### config.mk
export PLATFORM = sky130hd
export DESIGN_NAME = tbird_signal_ctrl_flat
export DESIGN_NICKNAME = d
export VERILOG_FILES = /design/src/rtl/tbird_pkg.sv /design/src/rtl/tbird_signal_ctrl_if.sv /design/src/rtl/tbird_debounce.sv /design/src/rtl/tbird_signal_ctrl.sv /design/src/flat_wrapper.sv
export SDC_FILE = /design/constraint.sdc
export NUM_CORES = 1
export LEC_CHECK = 0
export BUFFER_PORTS_ARGS = -buffer_cell sky130_fd_sc_hd__buf_4
export CORE_MARGIN = 5
export CORE_UTILIZATION = 45
export CTS_CLUSTER_DIAMETER = 40
export CTS_CLUSTER_SIZE = 20
export DETAILED_ROUTE_END_ITERATION = 8
export SETUP_SLACK_MARGIN = 0.5
export SLEW_MARGIN = 20
export SYNTH_ARGS = -nofsm -noshare
export SYNTH_HDL_FRONTEND = slang
export SYNTH_SLANG_ARGS = --single-unit
### constraint.sdc
create_clock -name clk -period 2.55 [get_ports clk]
set_input_delay 0.51 -clock clk [delete_from_list [all_inputs] [get_ports clk]]
set_output_delay 0.51 -clock clk [all_outputs]
set_load 0.02 [all_outputs]
### src/rtl/tbird_pkg.sv
// Shared types, default parameters and counter-width helper for the
// T-bird tail-light front-end controller.
package tbird_pkg;

   // Arbitrated command state; exactly one of LEFT/RIGHT/HAZ drives tbird_fsm.
   typedef enum logic [1:0] {
      IDLE  = 2'd0,
      LEFT  = 2'd1,
      RIGHT = 2'd2,
      HAZ   = 2'd3
   } ctrl_state_t;

   localparam int DEF_DEBOUNCE_CYC = 4;
   localparam int DEF_TICK_DIV     = 8;
   localparam int DEF_SEQ_STEPS    = 4;

   // Bits needed to hold a counter running 0..max_val (never less than one bit).
   function automatic int cnt_width(input int max_val);
      int w;
      if (max_val < 1) begin
         w = 1;
      end else begin
         w = $clog2(max_val + 1);
      end
      return w;
   endfunction

   localparam int DEF_TICK_W = cnt_width(DEF_TICK_DIV - 1);
   localparam int DEF_STEP_W = cnt_width(DEF_SEQ_STEPS - 1);
   localparam int DEF_DEB_W  = cnt_width(DEF_DEBOUNCE_CYC - 1);

endpackage

### src/rtl/tbird_signal_ctrl_if.sv
// Driver-control and command bundle between the dash controls and the
// tail-light controller.
interface tbird_signal_ctrl_if;
   logic lever_left_i;
   logic lever_right_i;
   logic haz_btn_i;
   logic step_tick_o;
   logic left_o;
   logic right_o;
   logic haz_o;
   logic haz_latched_o;

   // Control source side: drives the raw driver inputs, observes commands.
   modport master (
      output lever_left_i, lever_right_i, haz_btn_i,
      input  step_tick_o, left_o, right_o, haz_o, haz_latched_o
   );

   // Controller side: consumes raw inputs, produces commands.
   modport slave (
      input  lever_left_i, lever_right_i, haz_btn_i,
      output step_tick_o, left_o, right_o, haz_o, haz_latched_o
   );
endinterface

### src/rtl/tbird_debounce.sv
// Two-flop synchronizer followed by a consecutive-sample debouncer.
// A raw change appears on filt_o 2+DEBOUNCE_CYC clocks later; shorter
// pulses never reach the output.
module tbird_debounce
   import tbird_pkg::*;
#(
   parameter int DEBOUNCE_CYC = DEF_DEBOUNCE_CYC
) (
   input  logic clk,
   input  logic rst_b,
   input  logic raw_i,
   output logic filt_o
);

   localparam int               CNT_W    = cnt_width(DEBOUNCE_CYC - 1);
   localparam logic [CNT_W-1:0] CNT_LAST = CNT_W'(DEBOUNCE_CYC - 1);
   localparam logic [CNT_W-1:0] CNT_ONE  = CNT_W'(1);
   localparam logic [CNT_W-1:0] CNT_ZERO = CNT_W'(0);

   logic             sync1_r;
   logic             sync2_r;
   logic             filt_r;
   logic [CNT_W-1:0] cnt_r;

   // Bring the asynchronous raw input into the clock domain.
   always_ff @(posedge clk or negedge rst_b) begin
      if (!rst_b) begin
         sync1_r <= 1'b0;
         sync2_r <= 1'b0;
      end else begin
         sync1_r <= raw_i;
         sync2_r <= sync1_r;
      end
   end

   // Accept the synchronized value only after DEBOUNCE_CYC consecutive differing samples.
   always_ff @(posedge clk or negedge rst_b) begin
      if (!rst_b) begin
         cnt_r  <= CNT_ZERO;
         filt_r <= 1'b0;
      end else if (sync2_r != filt_r) begin
         if (cnt_r == CNT_LAST) begin
            filt_r <= sync2_r;
            cnt_r  <= CNT_ZERO;
         end else begin
            cnt_r  <= cnt_r + CNT_ONE;
         end
      end else begin
         cnt_r <= CNT_ZERO;
      end
   end

   assign filt_o = filt_r;

endmodule

### src/rtl/tbird_signal_ctrl.sv
// Front-end for tbird_fsm: conditions the turn lever and hazard button,
// keeps the hazard toggle, paces the sequence with step_tick and
// arbitrates one mutually exclusive command with a minimum turn hold.
module tbird_signal_ctrl
   import tbird_pkg::*;
#(
   parameter int DEBOUNCE_CYC = DEF_DEBOUNCE_CYC,
   parameter int TICK_DIV     = DEF_TICK_DIV,
   parameter int SEQ_STEPS    = DEF_SEQ_STEPS
) (
   input  logic               clk,
   input  logic               rst_b,
   tbird_signal_ctrl_if.slave bus
);

   localparam int                TICK_W      = cnt_width(TICK_DIV - 1);
   localparam int                STEP_W      = cnt_width(SEQ_STEPS - 1);
   localparam logic [TICK_W-1:0] TICK_LAST   = TICK_W'(TICK_DIV - 1);
   localparam logic [TICK_W-1:0] TICK_ONE    = TICK_W'(1);
   localparam logic [TICK_W-1:0] TICK_ZERO   = TICK_W'(0);
   localparam logic [STEP_W-1:0] STEP_RELOAD = STEP_W'(SEQ_STEPS - 1);
   localparam logic [STEP_W-1:0] STEP_ONE    = STEP_W'(1);
   localparam logic [STEP_W-1:0] STEP_ZERO   = STEP_W'(0);

   logic              fl_left_s;
   logic              fl_right_s;
   logic              fl_haz_s;
   logic              fl_haz_d_r;
   logic              haz_latched_r;
   logic [TICK_W-1:0] tick_cnt_r;
   logic              step_tick_s;
   ctrl_state_t       state_r;
   ctrl_state_t       state_nxt_s;
   logic [STEP_W-1:0] step_cnt_r;
   logic [STEP_W-1:0] step_nxt_s;
   logic              req_haz_s;
   logic              req_left_s;
   logic              req_right_s;

   tbird_debounce #(.DEBOUNCE_CYC(DEBOUNCE_CYC)) u_deb_left (
      .clk    (clk),
      .rst_b  (rst_b),
      .raw_i  (bus.lever_left_i),
      .filt_o (fl_left_s)
   );

   tbird_debounce #(.DEBOUNCE_CYC(DEBOUNCE_CYC)) u_deb_right (
      .clk    (clk),
      .rst_b  (rst_b),
      .raw_i  (bus.lever_right_i),
      .filt_o (fl_right_s)
   );

   tbird_debounce #(.DEBOUNCE_CYC(DEBOUNCE_CYC)) u_deb_haz (
      .clk    (clk),
      .rst_b  (rst_b),
      .raw_i  (bus.haz_btn_i),
      .filt_o (fl_haz_s)
   );

   // Toggle the hazard latch on each rising edge of the filtered button.
   always_ff @(posedge clk or negedge rst_b) begin
      if (!rst_b) begin
         fl_haz_d_r    <= 1'b0;
         haz_latched_r <= 1'b0;
      end else begin
         fl_haz_d_r <= fl_haz_s;
         if (fl_haz_s && !fl_haz_d_r) begin
            haz_latched_r <= ~haz_latched_r;
         end else begin
            haz_latched_r <= haz_latched_r;
         end
      end
   end

   // Free-running step divider, independent of the command state.
   always_ff @(posedge clk or negedge rst_b) begin
      if (!rst_b) begin
         tick_cnt_r <= TICK_ZERO;
      end else if (tick_cnt_r == TICK_LAST) begin
         tick_cnt_r <= TICK_ZERO;
      end else begin
         tick_cnt_r <= tick_cnt_r + TICK_ONE;
      end
   end

   assign step_tick_s = (tick_cnt_r == TICK_LAST);

   // Both levers at once is treated as no turn request.
   assign req_haz_s   = haz_latched_r;
   assign req_left_s  = fl_left_s & ~fl_right_s;
   assign req_right_s = fl_right_s & ~fl_left_s;

   // Next command: hazard wins, a granted turn is held until its steps run out.
   always_comb begin
      state_nxt_s = state_r;
      step_nxt_s  = step_cnt_r;
      case (state_r)
         LEFT, RIGHT: begin
            if (req_haz_s) begin
               state_nxt_s = HAZ;
            end else if (step_cnt_r != STEP_ZERO) begin
               step_nxt_s = step_cnt_r - STEP_ONE;
            end else if (req_left_s) begin
               state_nxt_s = LEFT;
               step_nxt_s  = STEP_RELOAD;
            end else if (req_right_s) begin
               state_nxt_s = RIGHT;
               step_nxt_s  = STEP_RELOAD;
            end else begin
               state_nxt_s = IDLE;
            end
         end
         IDLE, HAZ: begin
            if (req_haz_s) begin
               state_nxt_s = HAZ;
            end else if (req_left_s) begin
               state_nxt_s = LEFT;
               step_nxt_s  = STEP_RELOAD;
            end else if (req_right_s) begin
               state_nxt_s = RIGHT;
               step_nxt_s  = STEP_RELOAD;
            end else begin
               state_nxt_s = IDLE;
            end
         end
         default: begin
            state_nxt_s = IDLE;
            step_nxt_s  = STEP_ZERO;
         end
      endcase
   end

   // Commit the arbitration only on step_tick edges so commands align with the sequence.
   always_ff @(posedge clk or negedge rst_b) begin
      if (!rst_b) begin
         state_r    <= IDLE;
         step_cnt_r <= STEP_ZERO;
      end else if (step_tick_s) begin
         state_r    <= state_nxt_s;
         step_cnt_r <= step_nxt_s;
      end else begin
         state_r    <= state_r;
         step_cnt_r <= step_cnt_r;
      end
   end

   assign bus.step_tick_o   = step_tick_s;
   assign bus.left_o        = (state_r == LEFT);
   assign bus.right_o       = (state_r == RIGHT);
   assign bus.haz_o         = (state_r == HAZ);
   assign bus.haz_latched_o = haz_latched_r;

endmodule

### src/flat_wrapper.sv
// flat-port wrapper written by rule: the top's interface ports become plain ports
module tbird_signal_ctrl_flat import tbird_pkg::*;
#(
   parameter int DEBOUNCE_CYC = DEF_DEBOUNCE_CYC,
   parameter int TICK_DIV     = DEF_TICK_DIV,
   parameter int SEQ_STEPS    = DEF_SEQ_STEPS
)
  (clk, rst_b, bus_lever_left_i, bus_lever_right_i, bus_haz_btn_i, bus_step_tick_o, bus_left_o, bus_right_o, bus_haz_o, bus_haz_latched_o);
  tbird_signal_ctrl_if bus_i ();
  input  logic clk;
  input  logic rst_b;
  input wire logic [$bits(bus_i.lever_left_i)-1:0] bus_lever_left_i;
  input wire logic [$bits(bus_i.lever_right_i)-1:0] bus_lever_right_i;
  input wire logic [$bits(bus_i.haz_btn_i)-1:0] bus_haz_btn_i;
  output wire logic [$bits(bus_i.step_tick_o)-1:0] bus_step_tick_o;
  output wire logic [$bits(bus_i.left_o)-1:0] bus_left_o;
  output wire logic [$bits(bus_i.right_o)-1:0] bus_right_o;
  output wire logic [$bits(bus_i.haz_o)-1:0] bus_haz_o;
  output wire logic [$bits(bus_i.haz_latched_o)-1:0] bus_haz_latched_o;
  assign bus_i.lever_left_i = bus_lever_left_i;
  assign bus_i.lever_right_i = bus_lever_right_i;
  assign bus_i.haz_btn_i = bus_haz_btn_i;
  assign bus_step_tick_o = bus_i.step_tick_o;
  assign bus_left_o = bus_i.left_o;
  assign bus_right_o = bus_i.right_o;
  assign bus_haz_o = bus_i.haz_o;
  assign bus_haz_latched_o = bus_i.haz_latched_o;
  tbird_signal_ctrl #(.DEBOUNCE_CYC(DEBOUNCE_CYC), .TICK_DIV(TICK_DIV), .SEQ_STEPS(SEQ_STEPS)) u_core (.clk(clk), .rst_b(rst_b), .bus(bus_i));
endmodule
==> impl_summary.log <==
[metrics] run status: finished, final reports clean
[metrics] number of nets at the end of the flow: 99
[metrics] Critical Path AT: 1.36 ns
[metrics] number of hold violations in the final report: 0
[metrics] placed standard-cell area: 0.001050 sq mm
[metrics] Die Footprint: 0.003126 sq mm
[metrics] number of rows in the core area: 16
[metrics] post-route cell area: 0.001086 sq mm
[metrics] maximum number of pins on one net before global-route repair: 25
[metrics] CTS Hold Buffers Added: 0
[metrics] Syn Inst Count: 72
[metrics] highest clock frequency the design can meet: 533.8 MHz
[metrics] clock transition time at the flip-flop clock pins of the worst setup and hold paths: 0.12 ns
[metrics] areal power density over the cells: 1045 mW/mm^2
[metrics] CTS tree: built
[metrics] worst min path class: primary input to async pin
[metrics] Synth Warn #: 0
[metrics] first-iteration detailed-routing DRC count: 3
[metrics] Seq/Total Area, Yosys: 63.32%
[metrics] maximum root-to-sink buffer count: 2
[metrics] first-pass GRT wire length: 2.187 mm
[metrics] portion of synthesized cell area occupied by the leading cell type: 63.32%
[metrics] average detailed-routed wire length per instance: 10.93 um
[metrics] count of state elements after synthesis: 24
[metrics] Clock Root Buffer: sky130_fd_sc_hd__clkbuf_4
[metrics] endpoints failing setup: 0
[metrics] number of vias after detailed routing: 521
[metrics] Vias/cell: 4.652
[metrics] maximum vdd ir drop: 0.4516 mV
[metrics] initial standard-cell utilization of the core: 47.85%
[metrics] synthesized netlist net count: 85
[metrics] start-to-end type of the worst setup path: register to output pin
[metrics] Core Area: 0.001982 sq mm
[metrics] initial antenna violation count: 0
[metrics] final critical delay including setup and external delays: 1.873 ns
[metrics] number of different library cells in the post-synthesis netlist: 19
[metrics] clock latency at the later pin of the worst-skew pair: 0.31 ns
[metrics] fraction of final layout cells sized beyond drive strength 1: 16.47%
[metrics] Port-buffer cells: 9
[metrics] transition time at the pin with the least slew margin: 0.2897 ns
[metrics] layout overhead on the synthesized area: 14.51%
[metrics] Boundary Pins: 10
[metrics] static leakage power: 0.5193 nW
[metrics] number of clock buffers inserted by TritonCTS: 3
[metrics] max-slew headroom at the worst pin: 80.68%
[metrics] clock group share of total power: 16.9%
[metrics] max-cap viol count: 0
[metrics] Clock Skews: 0.004773 ns
[metrics] fraction of the cycle the final worst path needs: 73.47%
[metrics] number of global-route vias before repair: 519
[metrics] type of element launching the critical path: register
[metrics] internal cell power: 756.9 uW
[metrics] Cell Area, Synth: 948.4 sq um
[metrics] global router's overall resource usage: 9.042%
[metrics] setup repair after global routing missed its margin: no
[metrics] height of the chip: 55.91 um
[metrics] drt first pass iters: 3
[metrics] total negative slack for setup checks: 0 ns
[metrics] post-detailed-route DRC marker count: 0
[metrics] final weighted congestion of routability-driven global placement: 0.7316
[metrics] final routed wirelength across all metal layers: 1.224 mm
[metrics] switching power of the nets: 378.1 uW
[metrics] worst setup slack before clock tree synthesis: 1.019 ns
[metrics] leading area contributor after synthesis: sky130_fd_sc_hd__dfrtp_1
[metrics] HPWL after detailed placement: 902.1 um
[metrics] Antenna Nets Post-Route: 0
[metrics] number of clock sinks: 24
[metrics] share of total power in sequential cells: 51.4%
[metrics] diodes inserted: 0
[metrics] Final Slew Violations: 0
[metrics] post-layout power: 1.135 mW
[metrics] kind of end point of the critical path: output pin
[metrics] x dimension of the die: 55.91 um
[metrics] maximum fanout encountered on the critical timing path: 7
[metrics] Area contributors post-synth: sky130_fd_sc_hd__dfrtp_1 (63%), sky130_fd_sc_hd__ha_1 (11%), sky130_fd_sc_hd__nor2b_1 (3.3%)
[metrics] CTS H-tree lvls: 1
[metrics] Comb pwr share: 31.6%
[metrics] Sw Ratio: 33.31%
[metrics] mean area per synthesized cell: 13.17 sq um
[metrics] post-CTS setup buffers: 0
[metrics] final setup margin: 0.6765 ns
[metrics] number of instances resized during post-cts repair: 0
[metrics] required time at the worst-slack endpoint: 2.04 ns
[metrics] GRT overflow: 0
==> final timing paths <==
kind,startpoint,end,slack [ns],cells after the start
max in group asynchronous,rst_b,u_core.step_cnt_r[0],2.25,1
worst max register to register,u_core.state_r[0],u_core.state_r[1],1.17,4
worst min register to register,u_core.u_deb_left.sync1_r,u_core.u_deb_left.sync2_r,0.37,0
worst max-delay path,u_core.tick_cnt_r[0],bus_step_tick_o,0.68,3
min in group clk,bus_lever_left_i,u_core.u_deb_left.sync1_r,0.30,1
worst min-delay path,rst_b,u_core.u_deb_right.sync1_r,0.07,1
==> cells in the final DEF (no fill, tap or decap) <==
cell / instances
sky130_fd_sc_hd__mux2i_1: 2
sky130_fd_sc_hd__a21oi_1: 4
sky130_fd_sc_hd__mux2_2: 1
sky130_fd_sc_hd__nand2_1: 2
sky130_fd_sc_hd__nor2_1: 3
sky130_fd_sc_hd__dfrtp_1: 24
sky130_fd_sc_hd__clkbuf_4: 3
sky130_fd_sc_hd__buf_4: 9
sky130_fd_sc_hd__nor3_1: 2
sky130_fd_sc_hd__nor3b_1: 1
sky130_fd_sc_hd__o21ai_0: 3
sky130_fd_sc_hd__ha_1: 8
sky130_fd_sc_hd__nand2b_1: 3
sky130_fd_sc_hd__xnor2_1: 3
sky130_fd_sc_hd__xor2_1: 2
sky130_fd_sc_hd__nand4bb_1: 1
sky130_fd_sc_hd__and2_1: 1
sky130_fd_sc_hd__o31a_1: 1
sky130_fd_sc_hd__inv_1: 4
sky130_fd_sc_hd__nor2b_1: 5
sky130_fd_sc_hd__clkbuf_8: 1
sky130_fd_sc_hd__o21ai_1: 2
==> metal layers <==
metal  global-route usage, %  share of wire [%]  wire length [um]
met5                       0                  0                 0
met4                   6.102                1.1                13
met3                   3.480                5.4                66
met2                   13.68                 46               563
met1                   10.54                 47               579
==> cell usage after synthesis <==
master	instances
sky130_fd_sc_hd__nor3_1	2
sky130_fd_sc_hd__nand2_1	2
sky130_fd_sc_hd__mux2_2	1
sky130_fd_sc_hd__ha_1	8
sky130_fd_sc_hd__nor2_1	3
sky130_fd_sc_hd__dfrtp_1	24
sky130_fd_sc_hd__nor3b_1	1
sky130_fd_sc_hd__o21ai_1	2
sky130_fd_sc_hd__o31a_1	1
sky130_fd_sc_hd__nand2b_1	3
sky130_fd_sc_hd__nand4bb_1	1
sky130_fd_sc_hd__a21oi_1	4
sky130_fd_sc_hd__xnor2_1	3
sky130_fd_sc_hd__mux2i_1	2
sky130_fd_sc_hd__o21ai_0	3
sky130_fd_sc_hd__xor2_1	2
sky130_fd_sc_hd__and2_1	1
sky130_fd_sc_hd__inv_1	4
sky130_fd_sc_hd__nor2b_1	5
==> cell families after synthesis <==
| logic type | count (synthesis) | synth area share [%] |
|---|---|---|
| AO/OA/AOI/OAI | 10 | 5.673 |
| multiplexers | 3 | 3.298 |
| AND/OR/NAND/NOR | 18 | 10.95 |
| adder cells (fa/ha/maj) | 8 | 10.55 |
| buffers and inverters | 4 | 1.583 |
| XOR/XNOR | 5 | 4.618 |
| flip-flops | 24 | 63.32 |
==> power groups by stage <==
stage,Sequential (mW),Clock (mW),Combinational [mW]
finish,0.584,0.192,0.359
global route,0.604,0.217,0.410
floorplan,0.584,0,0.262
global placement,0.591,0,0.358
CTS,0.586,0.204,0.367
detailed placement,0.595,0,0.363
==> metrics by stage <==
step	hold WS, ns	util, %	instances
2_1_floorplan	0.2144	-	72
3_3_place_gp	0.3350	52.97	108
3_5_place_dp	0.3386	52.97	108
4_1_cts	0.06578	54.80	112
5_1_grt	0.06605	54.80	112
6_report	0.06937	54.80	112
==> area by class of cell <==
class	instances	area, sq um
clock buffer	4	36.28
timing repair buffer	9	67.56
inverter	4	15.01
tap	27	33.78
sequential	24	600.6
fill	165	895.9
multi-input combinational	44	332.8
==> flip-flops by register name, indices dropped and copies added (netlist names), 2 cells and up <==
register                  flops
u_core.state_r                2
u_core.step_cnt_r             2
u_core.tick_cnt_r             3
u_core.u_deb_haz.cnt_r        2
u_core.u_deb_left.cnt_r       2
u_core.u_deb_right.cnt_r      2
==> worst max-delay path, stage by stage (launching register included) <==
cell and delay (ns):
sky130_fd_sc_hd__dfrtp_1 0.40, sky130_fd_sc_hd__ha_1 0.20, sky130_fd_sc_hd__ha_1 0.28, sky130_fd_sc_hd__buf_4 0.19
Note: power is estimated with default switching activity, not from simulation.
